## config.mk

```make
export PLATFORM = sky130hd
export DESIGN_NAME = stream_mux_rr
export DESIGN_NICKNAME = d
export VERILOG_FILES = /design/src/rtl/stream_mux_rr.sv
export SDC_FILE = /design/constraint.sdc
export NUM_CORES = 1
export LEC_CHECK = 0
export CAP_MARGIN = 5
export CELL_PAD_IN_SITES_DETAIL_PLACEMENT = 1
export CELL_PAD_IN_SITES_GLOBAL_PLACEMENT = 1
export CORE_UTILIZATION = 29
export CTS_CLUSTER_SIZE = 10
export DETAILED_ROUTE_END_ITERATION = 10
export GPL_ROUTABILITY_DRIVEN = 0
export PLACE_DENSITY = 0.91
export SLEW_MARGIN = 25
export SYNTH_ARGS = -nofsm -noshare
export SYNTH_HDL_FRONTEND = slang
export SYNTH_SLANG_ARGS = --single-unit
```

## constraint.sdc

```tcl
create_clock -name clk -period 4.8 [get_ports clk]
set_clock_uncertainty 0.2 [all_clocks]
set_input_delay 0.96 -clock clk [delete_from_list [all_inputs] [get_ports clk]]
set_output_delay 0.96 -clock clk [all_outputs]
set_load 0.02 [all_outputs]
```

## src/rtl/stream_mux_rr.sv

```systemverilog
// rtl/stream_mux_rr.sv - N-channel packet-atomic stream mux with round-robin or fixed-priority arbitration
module stream_mux_rr #(
  parameter int WIDTH       = 8,
  parameter int N           = 4,
  parameter bit ROUND_ROBIN = 1'b1,
  parameter int SELW        = $clog2(N)
) (
  input  logic                 clk,
  input  logic                 rst_n,
  input  logic [N-1:0]         in_valid,
  input  logic [N*WIDTH-1:0]   in_data,
  input  logic [N-1:0]         in_last,
  output logic [N-1:0]         in_ready,
  output logic                 out_valid,
  output logic [WIDTH-1:0]     out_data,
  output logic                 out_last,
  output logic [SELW-1:0]      out_sel,
  input  logic                 out_ready
);

  typedef enum logic {IDLE, LOCKED} state_t;

  state_t            state_q, state_d;
  logic [SELW-1:0]   lock_ch_q, lock_ch_d;
  logic [SELW-1:0]   ptr_q, ptr_d;
  logic [SELW-1:0]   sel;
  logic [SELW-1:0]   idx_s;
  int                idx;
  logic              granted;
  logic              can_load;
  logic              accept;
  logic              sel_last;
  logic [WIDTH-1:0]  sel_data;

  assign can_load = !out_valid || out_ready;
  assign accept   = |(in_valid & in_ready);

  // Arbitration: a locked channel owns the output outright; otherwise pick the first valid channel
  always_comb begin
    sel     = '0;
    granted = 1'b0;
    idx     = 0;
    idx_s   = '0;
    if (state_q == LOCKED) begin
      sel     = lock_ch_q;
      granted = 1'b1;
    end else begin
      for (int j = 0; j < N; j++) begin
        idx = ROUND_ROBIN ? int'(ptr_q) + j : j;
        if (idx >= N) idx = idx - N;
        idx_s = SELW'(idx);
        if (!granted && in_valid[idx_s]) begin
          sel     = idx_s;
          granted = 1'b1;
        end
      end
    end
  end

  // Ready goes only to the selected channel, and only when the output register can take a beat
  always_comb begin
    in_ready = '0;
    if (rst_n && granted && can_load) in_ready[sel] = 1'b1;
  end

  // Steer the selected channel's payload toward the output register
  always_comb begin
    sel_data = '0;
    sel_last = 1'b0;
    for (int i = 0; i < N; i++) begin
      if (SELW'(i) == sel) begin
        sel_data = in_data[i*WIDTH +: WIDTH];
        sel_last = in_last[i];
      end
    end
  end

  // Lock state, locked channel and round-robin pointer registers
  always_ff @(posedge clk or negedge rst_n) begin
    if (!rst_n) begin
      state_q   <= IDLE;
      lock_ch_q <= '0;
      ptr_q     <= '0;
    end else begin
      state_q   <= state_d;
      lock_ch_q <= lock_ch_d;
      ptr_q     <= ptr_d;
    end
  end

  // Lock on a non-final beat, unlock and advance the pointer past the winner on its final beat
  always_comb begin
    state_d   = state_q;
    lock_ch_d = lock_ch_q;
    ptr_d     = ptr_q;
    if (accept) begin
      if (sel_last) begin
        state_d = IDLE;
        if (ROUND_ROBIN) ptr_d = (sel == SELW'(N-1)) ? '0 : sel + 1'b1;
      end else begin
        state_d   = LOCKED;
        lock_ch_d = sel;
      end
    end
  end

  // Output register: load on every accepted beat, drain when the consumer takes the beat
  always_ff @(posedge clk or negedge rst_n) begin
    if (!rst_n) begin
      out_valid <= 1'b0;
      out_data  <= '0;
      out_last  <= 1'b0;
      out_sel   <= '0;
    end else if (accept) begin
      out_valid <= 1'b1;
      out_data  <= sel_data;
      out_last  <= sel_last;
      out_sel   <= sel;
    end else if (out_ready) begin
      out_valid <= 1'b0;
    end
  end

endmodule

```

# --- Yosys cells after proc, flatten, opt, wreduce, memory -nomap -nowiden ---
# Cells that the tools add are included.
totals:
  register_bits: 17
  input_bits: 43
  out_inout_bits: 16
  elab_cells: 91
classes:
  add_sub_neg: 8
  order_cmp: 10
  n_eq_ne: 4
  mux: 44
  bitwise: 2
  n_reduce_logical: 16
ops:
  columns: ["operator", "n"]
  rows:
  - ["$mux 8", 4]
  - ["$mux 2", 14]
  - ["$mux 1", 20]
  - ["$lt 2x3->1 const B", 5]
  - ["$ge 3x3->1 const B", 3]
  - ["$bmux 1 s2", 4]
  - ["$sub 2x1->2 const B", 4]
  - ["$add 2x2->3 const B", 2]
  - ["$logic_and 1x1->1", 6]
  - ["$and 4x4->4", 1]
  - ["$eq 2x2->1 const A", 2]
  - ["$logic_not 1->1", 4]
  - ["$mux 4", 1]
  - ["$reduce_and 2->1", 2]
  - ["$reduce_or 4->1", 1]
  - ["$add 2x1->3 const B", 1]
  - ["$ge 2x3->1 const B", 1]
  - ["$add 2x1->2 const B", 1]
  - ["$demux 1 s2", 1]
  - ["$eq 1x2->1 const A", 1]
  - ["$eq 2x2->1 const B", 1]
  - ["$ge 2x1->1 const B", 1]
  - ["$logic_not 2->1", 1]
  - ["$reduce_bool 2->1", 1]
  - ["other kinds (2)", 2]

# --- Logic depth before layout (Yosys ltp) ---
# Gate-level depths: netlist (run 1).
depth:
  ltp_word: 27
  ltp_mapped: 11
  depth_no_buf: 9

# --- Worst setup path after synthesis (run 1) ---
# No wires, ideal clock.
synth_timing:
  path_kind: "input-to-output"
  startpoint: "in in_valid[0]"
  endpoint: "out in_ready[2]"
  t_arrival_ns: 3.031
  t_required_ns: 3.640
  path_slack_ns: 0.609
  path_stages: 9
  path_buffers: 2
  cell_sequence: "buf_2 -> or4bb_1 -> o22a_1 -> a211oi_4 -> or2_1 -> ha_1 -> clkbuf_1 -> nand2_1 -> nor2_1"
synth_via:
  elab_chain_cells: 21
  word_cells_on_any_way: 35
  cone_classes: "order compare (2); mux (24); reduce/logical (9)"
synth_lines:
  columns: ["item", "line_no", "text"]
  rows:
  - ["start: declaration", "10", "input logic [N-1:0] in_valid,"]
  - ["$bmux 1 s2", "52", "if (!granted && in_valid[idx_s]) begin"]
  - ["$mux 1 (implied by the code)", "52", null]
  - ["$mux 1", "52", null]
  - ["$mux 1", "44", "if (state_q == LOCKED) begin"]
  - ["$logic_not 1->1", "52", null]
  - ["$logic_and 1x1->1", "52", null]
  - ["$mux 1", "52", null]
  - ["$mux 1", "44", null]
  - ["[... 5 more ...]", null, null]
  - ["$logic_and 1x1->1", "52", null]
  - ["$mux 2", "52", null]
  - ["$mux 2", "44", null]
  - ["$lt 2x3->1 (implied by the code) / $ge 2x1->1 (equally long branches)", "63", "if (rst_n && granted && can_load) in_ready[sel] = 1'b1;"]
  - ["$logic_and 1x1->1 (implied by the code)", "63", null]
  - ["$mux 1 (implied by the code)", "63", null]
  - ["$demux 1 s2", "63", null]
  - ["$mux 4 (*)", "63", null]
  - ["end: declaration", "13", "output logic [N-1:0] in_ready,"]
# Every way passes the cells marked *; elsewhere a longest branch is shown, timed or not. The select of a mux whose other input is x is not followed.

# --- Worst setup path in the final report (run 1) ---
layout_timing:
  startpoint: "in in_valid[2]"
  endpoint: "out in_ready[3]"
layout_via:
  elab_chain_cells: 21
  word_cells_on_any_way: 35
  cone_classes: "order compare (2); mux (24); reduce/logical (9)"
layout_lines:
  columns: ["item", "line_no", "text"]
  rows:
  - ["$bmux 1 s2", "52", null]
  - ["$mux 1 (implied by the code)", "52", null]
  - ["$mux 1", "52", null]
  - ["$mux 1", "44", null]
  - ["$logic_not 1->1", "52", null]
  - ["$logic_and 1x1->1", "52", null]
  - ["$mux 1", "52", null]
  - ["$mux 1", "44", null]
  - ["[... 6 more ...]", null, null]
  - ["$mux 2 (*)", "52", null]
  - ["$mux 2 (*)", "44", null]
  - ["named net sel[0]", "26", "logic [SELW-1:0] sel;"]
  - ["$lt 2x3->1 (implied by the code) / $ge 2x1->1 (equally long branches)", "63", null]
  - ["$logic_and 1x1->1 (implied by the code)", "63", null]
  - ["$mux 1 (implied by the code)", "63", null]
  - ["$demux 1 s2 (*)", "63", null]
  - ["$mux 4 (*)", "63", null]
# The timed path passes the listed nets; every way through them passes the cells marked *. The select of a mux whose other input is x is not followed.

==> results of run 1 <==
logic make-up after synthesis:
logic type	count (synthesis)	synth area share, %
flops	17	34.0
buf+inv	17	5.91
fa+ha+maj	4	4.00
simple gates	57	21.6
compound gates	45	28.8
mux	5	5.61
layout make-up:
type | instances | share of cell area, %
Clock buffer | 4 | 2.26
Sequential cell | 17 | 21.3
Inverter | 8 | 1.51
Multi-Input combinational cell | 111 | 37.9
Tap cell | 50 | 3.14
Timing Repair Buffer | 70 | 33.9
routing by layer:
metal / GRT usage, % / part of all wire, % / vias to the layer above
met3: 2.03 / 1.3 / 3
li1: - / - / 653
met1: 24.6 / 46 / 625
met4: 3.19 / 0.63 / 0
met5: 0 / 0 / -
met2: 32.7 / 52 / 18
power by group through the flow:
stage	clock network, mW	logic (mW)	registers, mW
after CTS	0.108	0.892	0.269
after global placement	0	0.853	0.266
after global routing	0.116	0.973	0.279
after detailed placement	0	0.887	0.272
after floorplan	0	0.512	0.299
final	0.105	0.888	0.269
path summary, 6_finish.rpt:
path | startpoint | endpoint | slack, ps | cells past startpoint
hold / removal | out_data[3] | out_data[3] | 280 | 2
hold reg to reg | out_data[3] | out_data[3] | 280 | 2
setup reg to reg | ptr_q[0] | ptr_q[1] | 1230 | 10
setup / recovery | in_valid[2] | in_ready[3] | 210 | 9
min in group asynchronous | rst_n | state_q | 890 | 2
max in group asynchronous | rst_n | out_data[5] | 3310 | 2
cell usage in the layout, fill, tap and decap left out, types with 2 or more instances in the layout:
| cell | count |
|---|---|
| a311oi_1 | 2 |
| nand3b_1 | 2 |
| a211oi_4 | 2 |
| a221oi_1 | 8 |
| ha_1 | 4 |
| dlymetal6s2s_1 | 2 |
| clkbuf_8 | 3 |
| a21boi_0 | 2 |
| nor2b_1 | 2 |
| nor3b_1 | 2 |
| clkdlybuf4s50_1 | 56 |
| o21ai_0 | 10 |
| a22o_1 | 2 |
| nand2_1 | 24 |
| buf_4 | 12 |
| o31a_1 | 7 |
| mux2_2 | 3 |
| and2_1 | 2 |
| nand2b_1 | 2 |
| nor2_1 | 16 |
| inv_1 | 8 |
| dfrtp_1 | 17 |
| a21oi_1 | 4 |
state kept, by name (all words and copies together) (netlist names):
signal	count
lock_ch_q	2
out_data	8
out_last	1
out_sel	2
out_valid	1
ptr_q	2
state_q	1
worst register-to-register path: stages, from the launching register on:
cell and delay [ps]:
dfrtp_1 480, or4_1 540, o22a_1 240, a211oi_4 240, nor2_1 110, ha_1 220, buf_4 180, nand3b_1 160
a221oi_1 580, o21bai_1 210, mux2_2 300
repair_timing:
action                     in CTS  in global routing
resized for setup               0                  3
hold endpoints to repair        0                  0
setup endpoints to repair       0                  3
==> flow_summary.ini, run 1 <==
[place]
hpwl_mm = 3.48
postPlaceCellArea_um2 = 1940
portBuffers = 58
dp_slack_ps = 69.7
dpl.cell_count = 256

[clock_tree]
clockBufferDepth = 2
cts_max_level = 1
post_cts_buffers = 0
cts.sinks = 17
hold_buffers = 0
root_buffer = clkbuf_8
cts_tree = done
cts_made_buffers = 3
clkLatencyLatePin_ps = 250
clk_pin_slew_worst_paths_ps = 60

[yosys]
yosys_most_used_dff = dfrtp_1
ys_types = 39
yosysMostFrequentCell = nand2_1
yosysSeqAreaShare_pct = 34.0
ys_seq_elements = 17
synth.top_cells.by_count = 24 x nand2_1, 17 x dfrtp_1, 16 x nor2_1, 10 x o21ai_0
synthTopCellsByArea = dfrtp_1 34%, nand2_1 7.2%, a221oi_1 5.6%
avgSynthCellArea_um2 = 8.62
synth_top_area_share_pct = 34.0
async_reset_ff_share_pct = 100
synth_warnings = 0
synth-edff-count = 0
synthesis.area_um2 = 1250
synth_cells = 145
synth_nets = 192
synth_area_leader_cell = dfrtp_1

[power]
totalPowerFinal_mw = 1.26
pwr-share-comb_pct = 70.4
ir_worst_vdd_v = 0.000367
leakagePower_nw = 0.854
power.net_switching_mw = 0.582
p_per_area_nw_per_um2 = 633
power_frac_seq_pct = 21.3
netSwitchingFraction_pct = 46.1
power.clock.fraction_pct = 8.3
p_int_mw = 0.680

[run_status]
outcome = finished clean

[run]
cap_violations = 0

[routing]
totalWireLength_mm = 4.15
vias = 1299
final_antenna_net_count = 0
wl_per_cell_um = 16.0
dr.pass1.iters = 4
avgViaCountPerCell = 5.00
drc = 0
drt_iter0_drc = 33

[sta]
worst_slew_pin_slew_ps = 656
hold_viol_final = 0
period_minus_slack_ps = 4590
finalCritPeriodShare_pct = 95.7
relSlewSlack_pct = 56.2
fin_ws_ps = 207
whs_ps = 280
finalMaxSlewViolations = 0
clock.fmax_mhz = 218
rsz0062_at_grt = no
finalSetupTns_ps = 0
setup_viol = 0

[floorplanning]
core_area_um2 = 4060
fp.dieArea_um2 = 4580
die_x_um = 67.7
fp.dieH_um = 67.7
core.rowCount = 23
initial_core_util_pct = 30.8
num_io_pins = 59

[final_layout]
fillers = 472
utilization_pct = 49.2
layout.nets = 258
final_cells = 260
drive_gt1_share_pct = 10.5
multi_input_area_um2 = 756
register_area_um2 = 425
final_area_um2 = 1990
area_delta_synth_final_pct = 59.6
num_antenna_cells = 0

[global_route]
grt_pass1_vias = 1326
grt_remaining_overflow = 0
grt_max_degree = 20
track_usage_pct = 18.6
grt_pass1_wl_mm = 6.34
antenna_found_initial = 0

[worst_hold_path]
hp-class = reg -> reg

[critical_path]
crit_slowest_cell = or4_1
crit_path_max_incr_delay_ps = 550
crit_family = buffers and inverters
endpoint_kind = output pin
crit_buf_inv = 2
crit_fanout = 6
cp.arrival_ps = 3430
cp_cell_sequence = clkdlybuf4s50_1, or4_1, o22a_1, a211oi_4, nor2_1, ha_1, nand2_1, nor2_1, clkdlybuf4s50_1
path_class = in -> out
startpoint_type = primary input
crit_required_ps = 3640
No activity file was read; power rests on OpenSTA's default activity.
==> inputs of run 2 (changes only) <==
ABC_AREA = 1   (was unset)
CORE_UTILIZATION = 28   (was 29)
SLEW_MARGIN = unset   (was 25)
TNS_END_PERCENT = 20   (was unset)
==> flow_summary.ini, run 2 <==
[yosys]
async_reset_ff_share_pct = 100
avgSynthCellArea_um2 = 6.50
ys_seq_elements = 17
synth.top_cells.by_count = 81 x nand2_1, 20 x o21ai_0, 17 x dfrtp_1, 16 x inv_1, 16 x nand3_1
synthesis.area_um2 = 1360
synth_top_area_share_pct = 31.3
yosys_most_used_dff = dfrtp_1
ys_types = 20
synth_nets = 256
yosysMostFrequentCell = nand2_1
synth-edff-count = 0
synth_area_leader_cell = dfrtp_1
synth_cells = 209
synthTopCellsByArea = dfrtp_1 31%, nand2_1 22%, o21ai_0 7.4%
synth_warnings = 0
yosysSeqAreaShare_pct = 31.3

[clock_tree]
hold_buffers = 0
cts_max_level = 1
clk_pin_slew_worst_paths_ps = 60
clockBufferDepth = 2
cts.sinks = 17
cts_tree = done
clkLatencyLatePin_ps = 260
cts_made_buffers = 3
root_buffer = clkbuf_8
post_cts_buffers = 0

[routing]
dr_wl_met3_um = 91
totalWireLength_mm = 4.53
drt-met1-wl_mm = 2.23
dr.pass1.iters = 4
top_layer_used = met4
drc = 0
wl_met2_mm = 2.16
drt_iter0_drc = 59
vias = 1550
final_antenna_net_count = 0
wl_per_cell_um = 14.1
avgViaCountPerCell = 4.81

[final_layout]
fillers = 598
num_antenna_cells = 0
largest_reg_flops = 8
regMostFlops = out_data
area_delta_synth_final_pct = 51.7
final_common_cell = nand2_1
layout_common_cells = 81 x nand2_1, 54 x clkdlybuf4s50_1, 20 x o21ai_0
utilization_pct = 45.8
layout.nets = 318
drive_gt1_share_pct = 9.63

[sta]
hold_viol_final = 0
relSlewSlack_pct = 66.8
finalMaxSlewViolations = 0
worst_slew_pin_slew_ps = 492
rsz0062_at_grt = no
finalSetupTns_ps = 0
clock.fmax_mhz = 230
period_minus_slack_ps = 4350
fin_ws_ps = 451
finalCritPeriodShare_pct = 90.6
setup_viol = 0

[global_route]
grt_pass1_wl_mm = 7.50
grt_pass1_vias = 1567
grt_remaining_overflow = 0
grt_max_degree = 19
track_usage_pct = 18.4
antenna_found_initial = 0

[run]
cap_violations = 0

[critical_path]
endpoint_kind = output pin
crit_buf_inv = 5
crit_path_max_incr_delay_ps = 460
crit_path_frequent_cell = nand2_1
cp_cell_sequence = clkdlybuf4s50_1, inv_1, nand2_1, nand3_2, nand2_1, nor2_4, nand2_1, nand2_1, nand2_1, nand3_1, nand2_1, inv_1, ha_1, clkinv_1, nor2_1, dlymetal6s2s_1
crit_slowest_cell = clkdlybuf4s50_1
crit_required_ps = 3640
startpoint_type = primary input
cp.arrival_ps = 3190
crit_family = buffers and inverters
crit_fanout = 5
path_class = in -> out

[place]
hpwl_mm = 3.70
dp_slack_ps = 104
portBuffers = 58

[floorplanning]
die_x_um = 71.7
core_area_um2 = 4500
fp.dieArea_um2 = 5140
core.rowCount = 24
num_io_pins = 59
initial_core_util_pct = 30.2
fp.dieH_um = 71.7

[power]
leakagePower_nw = 1.04
p_per_area_nw_per_um2 = 793
ir_worst_vdd_v = 0.000441

[run_status]
outcome = finished clean

[worst_hold_path]
hp-class = reg -> reg
-- run 2: cell count changes after synthesis, sizes merged, moves of 3 or more --
cell | previous run | this run
mux2 | 3 | 0
a221oi | 8 | 0
nand4 | 0 | 7
inv | 8 | 18
o21a | 0 | 3
a21oi | 4 | 10
nand3 | 0 | 20
o31a | 7 | 0
nor2 | 16 | 8
nand2 | 24 | 88
o21ai | 10 | 24
-- run 2: repair_timing --
action,in CTS,in global routing
gates resized for setup,0,4
hold endpoints to repair,0,0
setup endpoints to repair,0,4
-- run 2: logic make-up (layout without fill, tap and decap cells) --
| group | after synthesis | after routing | synth area share, % |
|---|---|---|---|
| flip-flops | 17 | 17 | 31.3 |
| buffers and inverters | 27 | 88 | 9.30 |
| adder cells (fa/ha/maj) | 4 | 4 | 3.68 |
| AND/OR/NAND/NOR | 123 | 123 | 41.0 |
| AO/OA/AOI/OAI | 38 | 38 | 14.7 |
-- run 2: final cells by class --
cell class / instances / area [um^2] / area share [%]
Timing Repair Buffer: 65 / 643 / 31.2
Clock inverter: 1 / 5.00 / 0.243
Multi-Input combinational cell: 165 / 807 / 39.2
Sequential cell: 17 / 425 / 20.6
Tap cell: 52 / 65.1 / 3.16
Clock buffer: 3 / 41.3 / 2.00
Inverter: 19 / 73.8 / 3.58
-- run 2: worst register-to-register path, cell delays in order (launching register included) --
cell and delay [ps]:
dfrtp_1 570, inv_4 110, nand2_1 90, nand2_2 70, nand2_1 80, nand2_2 90
nor2_4 120, nand3_2 160, o21a_1 150, nand2_1 180, inv_1 130, ha_1 220
clkinv_1 60, buf_4 150, nor2_1 50, o31ai_1 310, o21ai_0 280, inv_1 130
o21ai_1 140, nand2_1 90, nand2_1 60
-- run 2: path summary, 6_finish.rpt --
check                      cells past startpoint          end         from  slack [ps]
min reg2reg                                    2  out_data[2]  out_data[2]         280
max in group asynchronous                      2  out_data[0]        rst_n        3350
max                                           16  in_ready[1]  in_valid[3]         450
min                                            2  out_data[2]  out_data[2]         280
max reg2reg                                   20     ptr_q[0]     ptr_q[0]        1250
min in group asynchronous                      2    out_valid        rst_n         860
-- run 2: power breakdown --
part | leakage, nW | total (mW) | switching, mW | internal (mW)
logic | 0.802 | 1.27 | 0.797 | 0.470
clock network | 0.0255 | 0.108 | 0.0499 | 0.0576
registers | 0.217 | 0.260 | 0.0494 | 0.210
total | 1.04 | 1.63 | 0.896 | 0.737
-- run 2: metrics by stage --
step / instance area [um^2] / hold WS [ps] / power (mW) / instances
4_1_cts: 2050 / 282 / 1.64 / 322
2_1_floorplan: 1360 / 242 / 1.11 / 209
6_report: 2060 / 278 / 1.63 / 322
5_1_grt: 2060 / 310 / 1.80 / 322
3_3_place_gp: 2000 / 259 / 1.49 / 318
3_5_place_dp: 2000 / 265 / 1.53 / 318
-- run 2: per-layer routing --
layer / GRT usage [%] / vias up
met5: 0 / -
met4: 5.23 / 0
met3: 1.13 / 4
met2: 30.4 / 28
met1: 26.1 / 719
li1: - / 799
